File: src/rtl/spike_aer_encoder_if.sv
// AER event stream between the spike encoder (master) and the readout logic (slave).
// Carries one {address, timestamp} event per valid/ready handshake.
interface spike_aer_encoder_if #(
  parameter int ADDR_W = 2,
  parameter int TS_W   = 8
);
  logic              ev_valid;
  logic              ev_ready;
  logic [ADDR_W-1:0] ev_addr;
  logic [TS_W-1:0]   ev_ts;

  modport master (output ev_valid, output ev_addr, output ev_ts, input ev_ready);
  modport slave  (input ev_valid, input ev_addr, input ev_ts, output ev_ready);
endinterface

File: src/rtl/spike_aer_encoder.sv
// Serializes per-neuron spike pulses into timestamped AER events through a small FIFO.
// Optional feature macro: SPIKE_AER_TIMESTAMP_EN (timestamp counter and ts storage).
module spike_aer_encoder #(
  parameter int N_NEURONS  = 3,
  parameter int ADDR_W     = 2,
  parameter int TS_W       = 8,
  parameter int FIFO_DEPTH = 4
) (
  input  logic                 clk,
  input  logic                 rst_n,
  input  logic [N_NEURONS-1:0] spike_in,
  input  logic                 clear,
  spike_aer_encoder_if.master  ev,
  output logic                 overflow,
  output logic [7:0]           drop_count
);

  localparam int PTR_W = (FIFO_DEPTH > 1) ? $clog2(FIFO_DEPTH) : 1;
  localparam int CNT_W = PTR_W + 1;

  logic [N_NEURONS-1:0] pending;
  logic [N_NEURONS-1:0] pending_nxt;
  logic [N_NEURONS-1:0] capture;
  logic [N_NEURONS-1:0] drop_vec;
  logic [N_NEURONS-1:0] drained;

  logic              sel_valid;
  logic [ADDR_W-1:0] sel_idx;
  logic              pop;
  logic              push;
  logic              full;

  logic [PTR_W-1:0]  wr_ptr;
  logic [PTR_W-1:0]  rd_ptr;
  logic [CNT_W-1:0]  count;
  logic [ADDR_W-1:0] fifo_addr [FIFO_DEPTH];

  logic [4:0]        drop_cnt;
  logic [8:0]        drop_sum;
  logic [7:0]        drop_base;
  logic [7:0]        drop_count_nxt;
  logic              overflow_nxt;

`ifdef SPIKE_AER_TIMESTAMP_EN
  logic [TS_W-1:0]   ts;
  logic [TS_W-1:0]   pend_ts [N_NEURONS];
  logic [TS_W-1:0]   fifo_ts [FIFO_DEPTH];
`endif

  // Fixed-priority arbiter: lowest-index pending neuron wins the single push slot.
  always_comb begin
    sel_valid = 1'b0;
    sel_idx   = '0;
    for (int i = N_NEURONS - 1; i >= 0; i--) begin
      if (pending[i]) begin
        sel_valid = 1'b1;
        sel_idx   = ADDR_W'(i);
      end
    end
  end

  assign ev.ev_valid = (count != '0);
  assign pop         = ev.ev_valid && ev.ev_ready;
  assign full        = (count == CNT_W'(FIFO_DEPTH));
  assign push        = sel_valid && (!full || pop);

  // A drained neuron may recapture in the same cycle; only an undrained pending slot drops.
  always_comb begin
    pending_nxt = pending;
    capture     = '0;
    drop_vec    = '0;
    drained     = '0;
    for (int i = 0; i < N_NEURONS; i++) begin
      drained[i] = push && (sel_idx == ADDR_W'(i));
      if (spike_in[i]) begin
        if (drained[i] || !pending[i]) begin
          pending_nxt[i] = 1'b1;
          capture[i]     = 1'b1;
        end else begin
          drop_vec[i] = 1'b1;
        end
      end else if (drained[i]) begin
        pending_nxt[i] = 1'b0;
      end
    end
  end

  always_comb begin
    drop_cnt = '0;
    for (int i = 0; i < N_NEURONS; i++) begin
      drop_cnt = drop_cnt + 5'(drop_vec[i]);
    end
    drop_base      = clear ? 8'd0 : drop_count;
    drop_sum       = {1'b0, drop_base} + 9'(drop_cnt);
    drop_count_nxt = (drop_sum > 9'd255) ? 8'hFF : drop_sum[7:0];
    overflow_nxt   = (clear ? 1'b0 : overflow) | (drop_vec != '0);
  end

  always_ff @(posedge clk or negedge rst_n) begin
    if (!rst_n) begin
      pending    <= '0;
      wr_ptr     <= '0;
      rd_ptr     <= '0;
      count      <= '0;
      drop_count <= '0;
      overflow   <= 1'b0;
    end else begin
      pending    <= pending_nxt;
      drop_count <= drop_count_nxt;
      overflow   <= overflow_nxt;
      if (push) begin
        wr_ptr <= wr_ptr + PTR_W'(1);
      end
      if (pop) begin
        rd_ptr <= rd_ptr + PTR_W'(1);
      end
      if (push && !pop) begin
        count <= count + CNT_W'(1);
      end else if (pop && !push) begin
        count <= count - CNT_W'(1);
      end
    end
  end

  // FIFO storage needs no reset: entries are only visible once count covers them.
  always_ff @(posedge clk) begin
    if (push) begin
      fifo_addr[wr_ptr] <= sel_idx;
`ifdef SPIKE_AER_TIMESTAMP_EN
      fifo_ts[wr_ptr]   <= pend_ts[sel_idx];
`endif
    end
  end

  assign ev.ev_addr = ev.ev_valid ? fifo_addr[rd_ptr] : '0;

`ifdef SPIKE_AER_TIMESTAMP_EN
  always_ff @(posedge clk or negedge rst_n) begin
    if (!rst_n) begin
      ts <= '0;
      for (int i = 0; i < N_NEURONS; i++) begin
        pend_ts[i] <= '0;
      end
    end else begin
      ts <= ts + TS_W'(1);
      for (int i = 0; i < N_NEURONS; i++) begin
        if (capture[i]) begin
          pend_ts[i] <= ts;
        end
      end
    end
  end

  assign ev.ev_ts = ev.ev_valid ? fifo_ts[rd_ptr] : '0;
`else
  assign ev.ev_ts = {TS_W{1'b0}};
`endif

endmodule

File: src/flat_wrapper.sv
// flat-port wrapper written by rule: the top's interface ports become plain ports
module spike_aer_encoder_flat 
#(
  parameter int N_NEURONS  = 3,
  parameter int ADDR_W     = 2,
  parameter int TS_W       = 8,
  parameter int FIFO_DEPTH = 4
)
  (clk, rst_n, spike_in, clear, overflow, drop_count, ev_ev_valid, ev_ev_addr, ev_ev_ts, ev_ev_ready);
  spike_aer_encoder_if #(.ADDR_W(ADDR_W), .TS_W(TS_W)) ev_i ();
  input  logic clk;
  input  logic rst_n;
  input  logic [N_NEURONS-1:0] spike_in;
  input  logic clear;
  output logic overflow;
  output logic [7:0] drop_count;
  output wire logic [$bits(ev_i.ev_valid)-1:0] ev_ev_valid;
  output wire logic [$bits(ev_i.ev_addr)-1:0] ev_ev_addr;
  output wire logic [$bits(ev_i.ev_ts)-1:0] ev_ev_ts;
  input wire logic [$bits(ev_i.ev_ready)-1:0] ev_ev_ready;
  assign ev_ev_valid = ev_i.ev_valid;
  assign ev_ev_addr = ev_i.ev_addr;
  assign ev_ev_ts = ev_i.ev_ts;
  assign ev_i.ev_ready = ev_ev_ready;
  spike_aer_encoder #(.N_NEURONS(N_NEURONS), .ADDR_W(ADDR_W), .TS_W(TS_W), .FIFO_DEPTH(FIFO_DEPTH)) u_core (.clk(clk), .rst_n(rst_n), .spike_in(spike_in), .clear(clear), .ev(ev_i), .overflow(overflow), .drop_count(drop_count));
endmodule
File: config.mk
export PLATFORM = sky130hd
export DESIGN_NAME = spike_aer_encoder_flat
export DESIGN_NICKNAME = d
export VERILOG_FILES = /design/src/rtl/spike_aer_encoder_if.sv /design/src/rtl/spike_aer_encoder.sv /design/src/flat_wrapper.sv
export SDC_FILE = /design/constraint.sdc
export NUM_CORES = 1
export LEC_CHECK = 0
export BUFFER_PORTS_ARGS = -buffer_cell sky130_fd_sc_hd__buf_4
export CAP_MARGIN = 20
export CORE_MARGIN = 4
export CORE_UTILIZATION = 35
export CTS_CLUSTER_DIAMETER = 40
export CTS_CLUSTER_SIZE = 30
export DETAILED_ROUTE_END_ITERATION = 8
export GPL_TIMING_DRIVEN = 0
export SLEW_MARGIN = 5
export SYNTH_ARGS = -nofsm -noshare
export SYNTH_HDL_FRONTEND = slang
export SYNTH_SLANG_ARGS = --single-unit
File: constraint.sdc
create_clock -name clk -period 4.7 [get_ports clk]
set_input_delay 0.94 -clock clk [delete_from_list [all_inputs] [get_ports clk]]
set_output_delay 0.94 -clock clk [all_outputs]
set_load 0.02 [all_outputs]
==> impl_metrics.csv <==
group,metric,value,unit
final_layout,fin_area,1802,um^2
yosys,syn_area,1531,um^2
yosys,postSynthAreaPerCell,12.06,um^2
sta,period_share,0.7452,
pwr,leakagePower,0.8531,nW
clock_tree,clock_latency,270,ps
yosys,synth.distinct_cells,43,
detailed_routing,ant_nets,0,
grt,antenna_found_initial,0,
pwr,seqPwrFrac,0.442,
pwr,vdd_drop_max,0.0002073,V
floorplan,start_util,0.3721,
clock_tree,ctsResizeCount,0,
sta,fmax,285.5,MHz
clock_tree,cts_post_setup_buffers_inserted,0,
sta,finalSetupTns,0,ps
worst_setup_path,cpMostUsedCell,"fa_1",
clock_tree,clockBufferDepth,2,
worst_setup_path,timing.critical_path.cells,"buf_4, nor4b_4, o21ai_2, nor2_1, fa_1, ha_1, fa_1, or2_2, a31oi_1, a311oi_1",
floorplan,fp.dieH,74.15,um
worst_setup_path,arrival,3640,ps
pwr,power_density,480.1,nW/um^2
sta,slew_violations,0,
final_layout,fill_cells,409,
sta,final-setup-viol-count,0,
worst_setup_path,required,4840,ps
placed_design,gp_congestion,0.8218,
sta,whs,499.1,ps
final_layout,syn_to_final_growth,17.65,%
pwr,p_sw,0.0002939,W
placed_design,placed_cell_area,1755,um^2
floorplan,rows,23,
grt,grt_pass1_vias,1046,
placed_design,placed_cells,202,
grt,grt_pass1_wl,4788,um
final_layout,final_nets,178,
clock_tree,cts_inserted_buffers,3,
floorplan,core_area,4115,um^2
worst_setup_path,crit_slowest_cell,"fa_1",
grt,grt.overflow.total,0,
clock_tree,ctsHoldBuffers,0,
yosys,seq_area_frac_synth,0.4673,
grt,grt_max_degree,20,
worst_setup_path,startpoint_type,"input port",
detailed_routing,dr.pass1.iters,4,
pwr,pwr-share-comb,0.409,
worst_setup_path,path_max_fanout,6,
yosys,ys_seq_elements,27,
sta,hold_viol,0,
placed_design,dpl.hpwl,2049,um
yosys,synth-edff-count,8,
worst_setup_path,max_stage_delay,470,ps
worst_hold_path,hold_depth,1,
clock_tree,htreeDepth,1,
detailed_routing,avgRoutedWirePerCell,12.65,um
outcome,status,"completed",
clock_tree,cts_tree,"built",
sta,fin_skew,2.291,ps
placed_design,port_buffers,18,
final_layout,final_cells,206,
yosys,synth_ff_type,"dfrtp_1",
detailed_routing,viasPerCell,4.704,
sta,finalCriticalPeriod,3502,ps
pwr,power.share.clock,0.148,
clock_tree,cts.sinks,27,
worst_setup_path,worstSetupPathType,"input port to flop",
clock_tree,root_buffer,"clkbuf_8",
yosys,synthCells,127,
pwr,p_int,0.0005711,W
floorplan,die-area,5498,um^2
yosys,ys_async_sr_fraction,0.7037,
pwr,sw_frac_of_total,0.3397,
detailed_routing,drtIter0Drc,14,
yosys,ys_warn_count,0,
final_layout,drive_above_1_share,0.3013,
floorplan,dieWidth,74.15,um
floorplan,ios,27,
sta,setup_ws,1198,ps
detailed_routing,finalWirelength,2606,um
run,cap_violations,0,
grt,track_usage,0.1101,
worst_hold_path,hold_class,"flop to flop",
sta,rsz0062_at_grt,"false",
detailed_routing,vias,969,
worst_setup_path,ff2ff_path_depth,9,
placed_design,post-place-ws,906.1,ps
worst_setup_path,worst_setup_path_end_kind,"flop",
final_layout,num_antenna_cells,0,
clock_tree,cts.clk_slew.worst_paths,90,ps
detailed_routing,drc_errors,0,
==> power groups by stage <==
stage                     Combinational, W  Clock, W  Sequential, W
after floorplan                   0.000253         0       0.000389
after global placement            0.000345         0       0.000384
after detailed placement          0.000358         0       0.000390
after CTS                         0.000361  0.000137       0.000385
after global routing              0.000401  0.000145       0.000394
final                             0.000354  0.000128       0.000383
==> synthesized netlist by cell type (2+ instances only) <==
cell type / count / area (um^2)
nand2_1: 3 / 11.26
nor2_1: 5 / 18.77
dfrtp_1: 19 / 475.5
a31oi_1: 3 / 18.77
ha_1: 11 / 137.6
nor3_1: 3 / 15.01
xor2_1: 2 / 17.52
clkbuf_1: 2 / 7.510
and2_2: 4 / 30.03
nand3_1: 5 / 25.02
inv_1: 8 / 30.03
fa_1: 3 / 60.06
mux4_2: 2 / 45.04
xnor2_1: 5 / 43.79
nand2b_1: 4 / 25.02
edfxtp_1: 8 / 240.2
buf_4: 8 / 60.06
and2_1: 2 / 12.51
or2_2: 2 / 12.51
a211o_1: 2 / 17.52
nor2b_1: 4 / 25.02
==> flip-flops by register name, summed over array words and instances, names as in the netlist <==
signal,flops
u_core.drop_count,8
u_core.count,3
u_core.rd_ptr,2
u_core.pending,3
u_core.fifo_addr,8
u_core.wr_ptr,2
u_core.overflow,1
==> layout make-up <==
| type | instances | area [um^2] | area share |
|---|---|---|---|
| Timing Repair Buffer | 18 | 135.1 | 0.07500 |
| Multi-Input combinational cell | 88 | 739.5 | 0.4104 |
| Clock inverter | 1 | 5.005 | 0.002778 |
| Buffer | 11 | 72.57 | 0.04028 |
| Inverter | 8 | 30.03 | 0.01667 |
| Tap cell | 50 | 62.56 | 0.03472 |
| Sequential cell | 27 | 715.7 | 0.3972 |
| Clock buffer | 3 | 41.29 | 0.02292 |
==> per-layer routing <==
layer | GRT usage | share of wire | vias up | wire length (um)
li1 | - | - | 482 | -
met1 | 0.1313 | 0.43 | 463 | 1109
met2 | 0.2037 | 0.52 | 22 | 1364
met3 | 0.02973 | 0.048 | 2 | 126
met4 | 0.01207 | 0.0015 | 0 | 4
met5 | 0 | 0 | - | 0
==> final timing paths <==
kind	start	end	slack [ps]
max in group asynchronous	rst_n	u_core.drop_count[2]$_DFF_PN0_	3960
setup reg to reg	u_core.count[1]$_DFFE_PN0P_	u_core.drop_count[5]$_DFF_PN0_	1460
min in group asynchronous	rst_n	u_core.rd_ptr[0]$_DFFE_PN0N_	540
hold / removal	u_core.count[2]$_DFFE_PN0P_	u_core.count[2]$_DFFE_PN0P_	500
hold reg to reg	u_core.count[2]$_DFFE_PN0P_	u_core.count[2]$_DFFE_PN0P_	500
setup / recovery	ev_ev_ready	u_core.drop_count[5]$_DFF_PN0_	1200
==> critical path, delay by kind of cell <==
family / cells / cell delay, ps
AOI/OAI and AO/OA: 3 / 400
adders and majority gates: 3 / 1170
buffers and inverters: 1 / 130
and+or+nand+nor: 3 / 990
==> cell families (layout without fill, tap and decap cells) <==
family,Yosys count,after routing,synth area share
flip-flops,27,27,0.4673
other,1,8,0.002449
AO/OA/AOI/OAI,14,14,0.07435
multiplexers,4,4,0.04656
AND/OR/NAND/NOR,41,41,0.1732
XOR/XNOR,7,7,0.04003
buffers and inverters,19,41,0.06699
adder cells (fa/ha/maj),14,14,0.1291
==> stage by stage <==
stage / utilization / total power (W)
CTS: 0.4378 / 0.0008825
floorplan: - / 0.0006415
global route: 0.4378 / 0.0009390
global placement: 0.4266 / 0.0007297
finish: 0.4378 / 0.0008650
detailed placement: 0.4266 / 0.0007480
==> layout by cell type, fill, tap and decap left out, drive strengths merged, types with 2 or more instances in the layout <==
| cell type | count |
|---|---|
| a211o | 2 |
| a31oi | 3 |
| and2 | 6 |
| buf | 27 |
| clkbuf | 5 |
| conb | 8 |
| dfrtp | 19 |
| edfxtp | 8 |
| fa | 3 |
| ha | 11 |
| inv | 8 |
| mux2 | 2 |
| mux4 | 2 |
| nand2 | 3 |
| nand2b | 4 |
| nand3 | 5 |
| nor2 | 6 |
| nor2b | 4 |
| nor3 | 3 |
| or2 | 2 |
| xnor2 | 5 |
| xor2 | 2 |
Note: power is estimated with default switching activity, not from simulation.
